## src/rtl/cache_bank_req_arb_pkg.sv

```systemverilog
// cache_bank_req_arb_pkg: shared cache types and width helpers for the bank request arbiter.
package cache_bank_req_arb_pkg;
  typedef enum logic [1:0] {REQ_CORE = 2'd0, REQ_FILL = 2'd1, REQ_FLUSH = 2'd2} req_type_e;
  typedef enum logic [1:0] {ST_INIT, ST_DRAIN, ST_RUN} arb_state_e;
  // Line index width inside one bank; a single-line bank still needs one bit.
  function automatic int line_select_bits(int cache_size, int line_size, int num_banks);
    return ($clog2(cache_size / (line_size * num_banks)) < 1) ? 1 : $clog2(cache_size / (line_size * num_banks));
  endfunction
  function automatic int line_addr_width(int line_size);
    return 32 - $clog2(line_size);
  endfunction
endpackage

```

## src/rtl/cache_bank_req_arb_if.sv

```systemverilog
// cache_bank_req_arb_if: flush/fill/core sources, pipeline output and status of one bank arbiter.
// slave = arbiter side, master = sources and downstream pipeline side.
interface cache_bank_req_arb_if
  import cache_bank_req_arb_pkg::*;
#(
  parameter int CACHE_SIZE = 16384,
  parameter int CACHE_LINE_SIZE = 64,
  parameter int NUM_BANKS = 1,
  parameter int WORD_SIZE = 4,
  parameter int CORE_TAG_WIDTH = 8
);
  localparam int LSB = line_select_bits(CACHE_SIZE, CACHE_LINE_SIZE, NUM_BANKS);
  localparam int LAW = line_addr_width(CACHE_LINE_SIZE);
  logic flush_valid;
  logic [LSB-1:0] flush_addr;
  logic core_req_valid;
  logic core_req_rw;
  logic [LAW-1:0] core_req_addr;
  logic [WORD_SIZE-1:0] core_req_byteen;
  logic [WORD_SIZE*8-1:0] core_req_data;
  logic [CORE_TAG_WIDTH-1:0] core_req_tag;
  logic core_req_ready;
  logic fill_valid;
  logic [LAW-1:0] fill_addr;
  logic [CACHE_LINE_SIZE*8-1:0] fill_data;
  logic fill_ready;
  logic out_valid;
  logic [1:0] out_type;
  logic [LAW-1:0] out_addr;
  logic out_rw;
  logic [WORD_SIZE-1:0] out_byteen;
  logic [CACHE_LINE_SIZE*8-1:0] out_data;
  logic [CORE_TAG_WIDTH-1:0] out_tag;
  logic out_ready;
  logic init_done;
  logic flush_err;
  modport slave (
    input flush_valid, flush_addr, core_req_valid, core_req_rw, core_req_addr, core_req_byteen,
    input core_req_data, core_req_tag, fill_valid, fill_addr, fill_data, out_ready,
    output core_req_ready, fill_ready, out_valid, out_type, out_addr, out_rw, out_byteen,
    output out_data, out_tag, init_done, flush_err
  );
  modport master (
    output flush_valid, flush_addr, core_req_valid, core_req_rw, core_req_addr, core_req_byteen,
    output core_req_data, core_req_tag, fill_valid, fill_addr, fill_data, out_ready,
    input core_req_ready, fill_ready, out_valid, out_type, out_addr, out_rw, out_byteen,
    input out_data, out_tag, init_done, flush_err
  );
endinterface

```

## src/rtl/cache_bank_req_arb_pipe_reg.sv

```systemverilog
// cache_req_pipe_reg: valid/ready output register that holds its payload while stalled.
// Ports: clk, reset, in_valid/in_data (loaded on can_load), out_ready, can_load, out_valid/out_data.
module cache_req_pipe_reg #(
  parameter int W = 8
) (
  input  logic         clk,
  input  logic         reset,
  input  logic         in_valid,
  input  logic [W-1:0] in_data,
  input  logic         out_ready,
  output logic         can_load,
  output logic         out_valid,
  output logic [W-1:0] out_data
);
  assign can_load = !out_valid || out_ready;
  always_ff @(posedge clk) begin
    if (reset) begin
      out_valid <= 1'b0;
      out_data <= '0;
    end else if (can_load) begin
      out_valid <= in_valid;
      if (in_valid) out_data <= in_data;
    end
  end
endmodule

```

## src/rtl/cache_bank_req_arb.sv

```systemverilog
// cache_bank_req_arb: per-bank arbiter merging flush sweep, fill responses and core requests into pipeline stage 0.
// Ports: clk, reset (sync, active-high), bus (slave modport: sources, readies, out_* stream, init_done, flush_err).
module cache_bank_req_arb
  import cache_bank_req_arb_pkg::*;
#(
  parameter int CACHE_SIZE = 16384,
  parameter int CACHE_LINE_SIZE = 64,
  parameter int NUM_BANKS = 1,
  parameter int WORD_SIZE = 4,
  parameter int CORE_TAG_WIDTH = 8,
  parameter int FILL_STREAK_MAX = 4
) (
  input logic clk,
  input logic reset,
  cache_bank_req_arb_if.slave bus
);
  localparam int LAW = line_addr_width(CACHE_LINE_SIZE);
  localparam int DW = CACHE_LINE_SIZE * 8;
  localparam int SW = $clog2(FILL_STREAK_MAX + 1);
  localparam int PW = 2 + LAW + 1 + WORD_SIZE + DW + CORE_TAG_WIDTH;
  arb_state_e state;
  logic [SW-1:0] streak;
  logic init_done, flush_err, can_load, core_elig, fill_cand, grant_flush, grant_fill, grant_core;
  req_type_e p_type;
  logic [LAW-1:0] p_addr;
  logic [DW-1:0] p_data;
  logic [PW-1:0] p, q;
  assign core_elig = bus.core_req_valid && state == ST_RUN;
  // A waiting eligible core request forces a core grant once the fill streak saturates.
  assign fill_cand = bus.fill_valid && !(core_elig && streak == SW'(FILL_STREAK_MAX));
  assign grant_flush = can_load && bus.flush_valid;
  assign grant_fill = can_load && !bus.flush_valid && fill_cand;
  assign grant_core = can_load && !bus.flush_valid && !fill_cand && core_elig;
  assign bus.core_req_ready = grant_core;
  assign bus.fill_ready = grant_fill;
  always_comb begin
    p_type = grant_flush ? REQ_FLUSH : grant_fill ? REQ_FILL : REQ_CORE;
    p_addr = grant_flush ? LAW'(bus.flush_addr) : grant_fill ? bus.fill_addr : bus.core_req_addr;
    p_data = grant_flush ? '0 : grant_fill ? bus.fill_data : DW'(bus.core_req_data);
    p = {p_type, p_addr, grant_core & bus.core_req_rw, grant_core ? bus.core_req_byteen : '0,
         p_data, grant_core ? bus.core_req_tag : '0};
  end
  cache_req_pipe_reg #(.W(PW)) u_pipe (
    .clk(clk),
    .reset(reset),
    .in_valid(grant_flush || grant_fill || grant_core),
    .in_data(p),
    .out_ready(bus.out_ready),
    .can_load(can_load),
    .out_valid(bus.out_valid),
    .out_data(q)
  );
  assign {bus.out_type, bus.out_addr, bus.out_rw, bus.out_byteen, bus.out_data, bus.out_tag} = q;
  assign bus.init_done = init_done;
  assign bus.flush_err = flush_err;
  always_ff @(posedge clk) begin
    if (reset) streak <= '0;
    else if (!core_elig || grant_core) streak <= '0;
    else if (grant_fill && streak != SW'(FILL_STREAK_MAX)) streak <= streak + 1'b1;
  end
  // DRAIN exits once the last flush beat has left the register, i.e. whenever it could load again.
  always_ff @(posedge clk) begin
    if (reset) begin
      state <= ST_INIT;
      init_done <= 1'b0;
      flush_err <= 1'b0;
    end else begin
      flush_err <= flush_err | (bus.flush_valid & !can_load);
      init_done <= state == ST_RUN;
      state <= (state == ST_INIT && grant_flush && &bus.flush_addr) ? ST_DRAIN :
               (state == ST_DRAIN && can_load) ? ST_RUN : state;
    end
  end
endmodule

```

## src/flat_wrapper.sv

```systemverilog
// flat-port wrapper written by rule: the top's interface ports become plain ports
module cache_bank_req_arb_flat import cache_bank_req_arb_pkg::*;
#(
  parameter int CACHE_SIZE = 16384,
  parameter int CACHE_LINE_SIZE = 64,
  parameter int NUM_BANKS = 1,
  parameter int WORD_SIZE = 4,
  parameter int CORE_TAG_WIDTH = 8,
  parameter int FILL_STREAK_MAX = 4
)
  (clk, reset, bus_flush_valid, bus_flush_addr, bus_core_req_valid, bus_core_req_rw, bus_core_req_addr, bus_core_req_byteen, bus_core_req_data, bus_core_req_tag, bus_fill_valid, bus_fill_addr, bus_fill_data, bus_out_ready, bus_core_req_ready, bus_fill_ready, bus_out_valid, bus_out_type, bus_out_addr, bus_out_rw, bus_out_byteen, bus_out_data, bus_out_tag, bus_init_done, bus_flush_err);
  cache_bank_req_arb_if #(.CACHE_SIZE(CACHE_SIZE), .CACHE_LINE_SIZE(CACHE_LINE_SIZE), .NUM_BANKS(NUM_BANKS), .WORD_SIZE(WORD_SIZE), .CORE_TAG_WIDTH(CORE_TAG_WIDTH)) bus_i ();
  input logic clk;
  input logic reset;
  input wire logic [$bits(bus_i.flush_valid)-1:0] bus_flush_valid;
  input wire logic [$bits(bus_i.flush_addr)-1:0] bus_flush_addr;
  input wire logic [$bits(bus_i.core_req_valid)-1:0] bus_core_req_valid;
  input wire logic [$bits(bus_i.core_req_rw)-1:0] bus_core_req_rw;
  input wire logic [$bits(bus_i.core_req_addr)-1:0] bus_core_req_addr;
  input wire logic [$bits(bus_i.core_req_byteen)-1:0] bus_core_req_byteen;
  input wire logic [$bits(bus_i.core_req_data)-1:0] bus_core_req_data;
  input wire logic [$bits(bus_i.core_req_tag)-1:0] bus_core_req_tag;
  input wire logic [$bits(bus_i.fill_valid)-1:0] bus_fill_valid;
  input wire logic [$bits(bus_i.fill_addr)-1:0] bus_fill_addr;
  input wire logic [$bits(bus_i.fill_data)-1:0] bus_fill_data;
  input wire logic [$bits(bus_i.out_ready)-1:0] bus_out_ready;
  output wire logic [$bits(bus_i.core_req_ready)-1:0] bus_core_req_ready;
  output wire logic [$bits(bus_i.fill_ready)-1:0] bus_fill_ready;
  output wire logic [$bits(bus_i.out_valid)-1:0] bus_out_valid;
  output wire logic [$bits(bus_i.out_type)-1:0] bus_out_type;
  output wire logic [$bits(bus_i.out_addr)-1:0] bus_out_addr;
  output wire logic [$bits(bus_i.out_rw)-1:0] bus_out_rw;
  output wire logic [$bits(bus_i.out_byteen)-1:0] bus_out_byteen;
  output wire logic [$bits(bus_i.out_data)-1:0] bus_out_data;
  output wire logic [$bits(bus_i.out_tag)-1:0] bus_out_tag;
  output wire logic [$bits(bus_i.init_done)-1:0] bus_init_done;
  output wire logic [$bits(bus_i.flush_err)-1:0] bus_flush_err;
  assign bus_i.flush_valid = bus_flush_valid;
  assign bus_i.flush_addr = bus_flush_addr;
  assign bus_i.core_req_valid = bus_core_req_valid;
  assign bus_i.core_req_rw = bus_core_req_rw;
  assign bus_i.core_req_addr = bus_core_req_addr;
  assign bus_i.core_req_byteen = bus_core_req_byteen;
  assign bus_i.core_req_data = bus_core_req_data;
  assign bus_i.core_req_tag = bus_core_req_tag;
  assign bus_i.fill_valid = bus_fill_valid;
  assign bus_i.fill_addr = bus_fill_addr;
  assign bus_i.fill_data = bus_fill_data;
  assign bus_i.out_ready = bus_out_ready;
  assign bus_core_req_ready = bus_i.core_req_ready;
  assign bus_fill_ready = bus_i.fill_ready;
  assign bus_out_valid = bus_i.out_valid;
  assign bus_out_type = bus_i.out_type;
  assign bus_out_addr = bus_i.out_addr;
  assign bus_out_rw = bus_i.out_rw;
  assign bus_out_byteen = bus_i.out_byteen;
  assign bus_out_data = bus_i.out_data;
  assign bus_out_tag = bus_i.out_tag;
  assign bus_init_done = bus_i.init_done;
  assign bus_flush_err = bus_i.flush_err;
  cache_bank_req_arb #(.CACHE_SIZE(CACHE_SIZE), .CACHE_LINE_SIZE(CACHE_LINE_SIZE), .NUM_BANKS(NUM_BANKS), .WORD_SIZE(WORD_SIZE), .CORE_TAG_WIDTH(CORE_TAG_WIDTH), .FILL_STREAK_MAX(FILL_STREAK_MAX)) u_core (.clk(clk), .reset(reset), .bus(bus_i));
endmodule
```

## config.mk

```make
export PLATFORM = sky130hd
export DESIGN_NAME = cache_bank_req_arb_flat
export DESIGN_NICKNAME = d
export VERILOG_FILES = /design/src/rtl/cache_bank_req_arb_pkg.sv /design/src/rtl/cache_bank_req_arb_if.sv /design/src/rtl/cache_bank_req_arb_pipe_reg.sv /design/src/rtl/cache_bank_req_arb.sv /design/src/flat_wrapper.sv
export SDC_FILE = /design/constraint.sdc
export NUM_CORES = 1
export LEC_CHECK = 0
export BUFFER_PORTS_ARGS = -buffer_cell sky130_fd_sc_hd__buf_2
export CAP_MARGIN = 20
export CORE_AREA = 4 4 462 464
export CTS_CLUSTER_DIAMETER = 50
export DETAILED_ROUTE_END_ITERATION = 12
export DIE_AREA = 0 0 466 468
export PLACE_DENSITY = 0.3
export SETUP_SLACK_MARGIN = 0.2
export SLEW_MARGIN = 10
export SYNTH_ARGS = -nofsm -noshare
export SYNTH_HDL_FRONTEND = slang
export SYNTH_SLANG_ARGS = --single-unit
export TNS_END_PERCENT = 100
```

## constraint.sdc

```tcl
create_clock -name clk -period 4.85 [get_ports clk]
set_input_delay 0.7275 -clock clk [delete_from_list [all_inputs] [get_ports clk]]
set_output_delay 0.7275 -clock clk [all_outputs]
set_load 0.01 [all_outputs]
```

==> flow_metrics.tcl <==
set metrics [dict create \
    stdcell_count 5499 \
    cts_setup_buffers 0 \
    cts_made_buffers 117 \
    synth_fp_nets 2015 \
    fin_crit_ns 3.375 \
    synth_top_area_share_pct 62.26 \
    max_freq_mhz 296.3 \
    tns_ns 0 \
    clock-root-buffer "clkbuf_16" \
    dr.pass1.iters 4 \
    rsz0062_at_grt "no" \
    cpPeakStageDelay_ns 0.43 \
    setup.worst_path.class "reg -> out" \
    die_h_um 468 \
    avgRoutedWirePerCell_um 26.11 \
    antenna_found_initial 152 \
    power.density_mw_per_mm2 471.4 \
    drt-total-wl_um 143600 \
    route.vias.total 17189 \
    cp.arrival_ns 2.65 \
    cp_slowest_cell "o21ai_4" \
    final_cell_mix "buf_2, dfxtp_1, a22o_1, clkbuf_16, mux2i_1" \
    min-delay-path-class "in -> reg" \
    viasPerCell 3.126 \
    cp-end-kind "primary output" \
    clk_latency_ns 0.76 \
    area_growth_pct 73.23 \
    fin_nets 3200 \
    grt-ovfl-total 0 \
    drive_gt1_share_pct 53.29 \
    path_clk_slew_ns 0.05 \
    ir_drop_v 0.0003125 \
    grt_first_pass_wirelength_um 180600 \
    slew_viol_final 0 \
    synth-seq-area-share_pct 62.26 \
    syn_inst 1390 \
    h-tree-depth 3 \
    critPathRequiredTime_ns 4.12 \
    start_util_pct 8.625 \
    drc 0 \
    dp_hpwl_um 119200 \
    cap_violations 0 \
    setup_viol 0 \
    synth-edff-count 0 \
    hold_ws_ns 0.1771 \
    p_leak_nw 14.51 \
    fin_crit_sh_pct 69.60 \
    netlist_area_mm2 0.01804 \
    ys_warn_count 0 \
    tightest_slew_ns 0.8074 \
    p_total_w 0.01473 \
    synth_largest_area_cell "dfxtp_1" \
    grt_pass1_vias 17690 \
    cp_cell_sequence "inv_1, ha_1, nand2_1, o21ai_4, buf_12, or3_1, inv_1, buf_2" \
    ant_nets 0 \
    layout_commonest_cell "buf_2" \
    ys_seq_elements 561 \
    place.gp.congestion 0.8377 \
    crit_fanout 54 \
    status "finished clean" \
    numPortBuffers 1180 \
    postCtsResizedCells 0 \
    final_hold_viol_count 0 \
    cts_hold_buf 0 \
    synth_ff_type "dfxtp_1" \
    maxSlewHeadroom_pct 46.06 \
    synthArstFlopShare_pct 0 \
    cts_sinks 561 \
    tritoncts "yes" \
    placed_cells 5261 \
    clockBufferDepth 3 \
    synth.avg_cell_area_um2 12.98 \
    skew_ns 0.04430 \
    cp_common_cell "inv_1" \
    grt_max_degree 128 \
    yosys-top-cells-area "dfxtp_1, a22o_1, mux2i_1, o2bb2ai_1, buf_4" \
    die_w_um 466 \
    core_mm2 0.2092 \
    post_synth_num_cell_types 38 \
    grt.total_usage_pct 12.54 \
    drt_iter0_drc 727 \
    cp-start-kind "register" \
    io_pins 1181 \
    dieArea_mm2 0.2181 \
    rows 168 \
]
-- sequential cells by signal, indices dropped and copies added, names as in the netlist --
name / flops
u_core.bus.flush_err: 1
u_core.u_pipe.out_valid: 1
u_core.u_pipe.out_data: 553
u_core.bus.init_done: 1
u_core.state: 2
u_core.streak: 3
-- worst max-delay path, delay by kind of cell, from the launching register on --
kind                       cells  cell delay [ns]
AOI/OAI and AO/OA              1             0.43
buffers and inverters          4             0.63
and+or+nand+nor                2             0.36
adders and majority gates      1             0.17
DFF                            1             0.33
-- per-stage QoR --
step / worst slack, ns / utilization [%] / area (um^2)
5_1_grt: 1.162 / 14.93 / 31220
3_3_place_gp: 1.905 / 12.88 / 26930
6_report: 1.475 / 14.94 / 31250
4_1_cts: 1.254 / 14.92 / 31210
3_5_place_dp: 1.868 / 12.88 / 26930
2_1_floorplan: 2.479 / - / 18040
-- synth_stat cells, types with 5 or more instances --
cell,instances
o2bb2ai_1,50
buf_4,53
nand2_1,5
a2bb2oi_1,8
a22o_1,480
clkbuf_1,18
a21oi_1,6
buf_6,14
dfxtp_1,561
nor2_1,19
mux2i_1,59
a211o_1,8
o22ai_1,7
a22oi_1,13
buf_2,47
inv_1,10
-- kinds of logic after synthesis --
logic type	after synthesis	share of synthesized area, %
XOR/XNOR	1	0.04856
flip-flops	561	62.26
multiplexers	59	3.274
AO/OA/AOI/OAI	580	27.94
AND/OR/NAND/NOR	41	1.249
adder cells (fa/ha/maj)	2	0.1387
buffers and inverters	146	5.091
-- layer usage --
layer | vias up | global-route usage [%] | wire [um]
met2 | 1143 | 18.62 | 59540
met5 | - | 0 | 162
li1 | 7860 | - | -
met4 | 26 | 3.314 | 3773
met3 | 346 | 9.924 | 25640
met1 | 7814 | 13.77 | 54460
-- cell type report --
type | count | area (um^2)
Tap cell | 2805 | 3510
Inverter | 10 | 37.54
Antenna cell | 16 | 40.04
Multi-Input combinational cell | 683 | 5906
Clock buffer | 135 | 3136
Sequential cell | 561 | 11230
Timing Repair Buffer | 1202 | 6246
Fill cell | 23558 | 177900
Clock inverter | 87 | 1144
-- power breakdown --
| part | total (W) | leakage [nW] | internal, W | switching (W) |
|---|---|---|---|---|
| Combinational | 0.00112 | 7.90 | 0.000456 | 0.000668 |
| Clock | 0.00873 | 2.04 | 0.00556 | 0.00317 |
| Sequential | 0.00488 | 4.57 | 0.00479 | 0.0000916 |
| Total | 0.0147 | 14.5 | 0.0108 | 0.00393 |
-- path summary, 6_finish.rpt --
path	slack (ns)	startpoint	end	cells after the start
hold reg to reg	0.46	u_core.u_pipe.out_data[551]	u_core.u_pipe.out_data[551]	2
setup / recovery	1.47	u_core.streak[0]	bus_fill_ready	8
hold / removal	0.18	bus_fill_data[313]	u_core.u_pipe.out_data[321]	2
setup reg to reg	2.28	u_core.streak[0]	u_core.u_pipe.out_data[343]	8
Note: power is estimated with default switching activity, not from simulation.
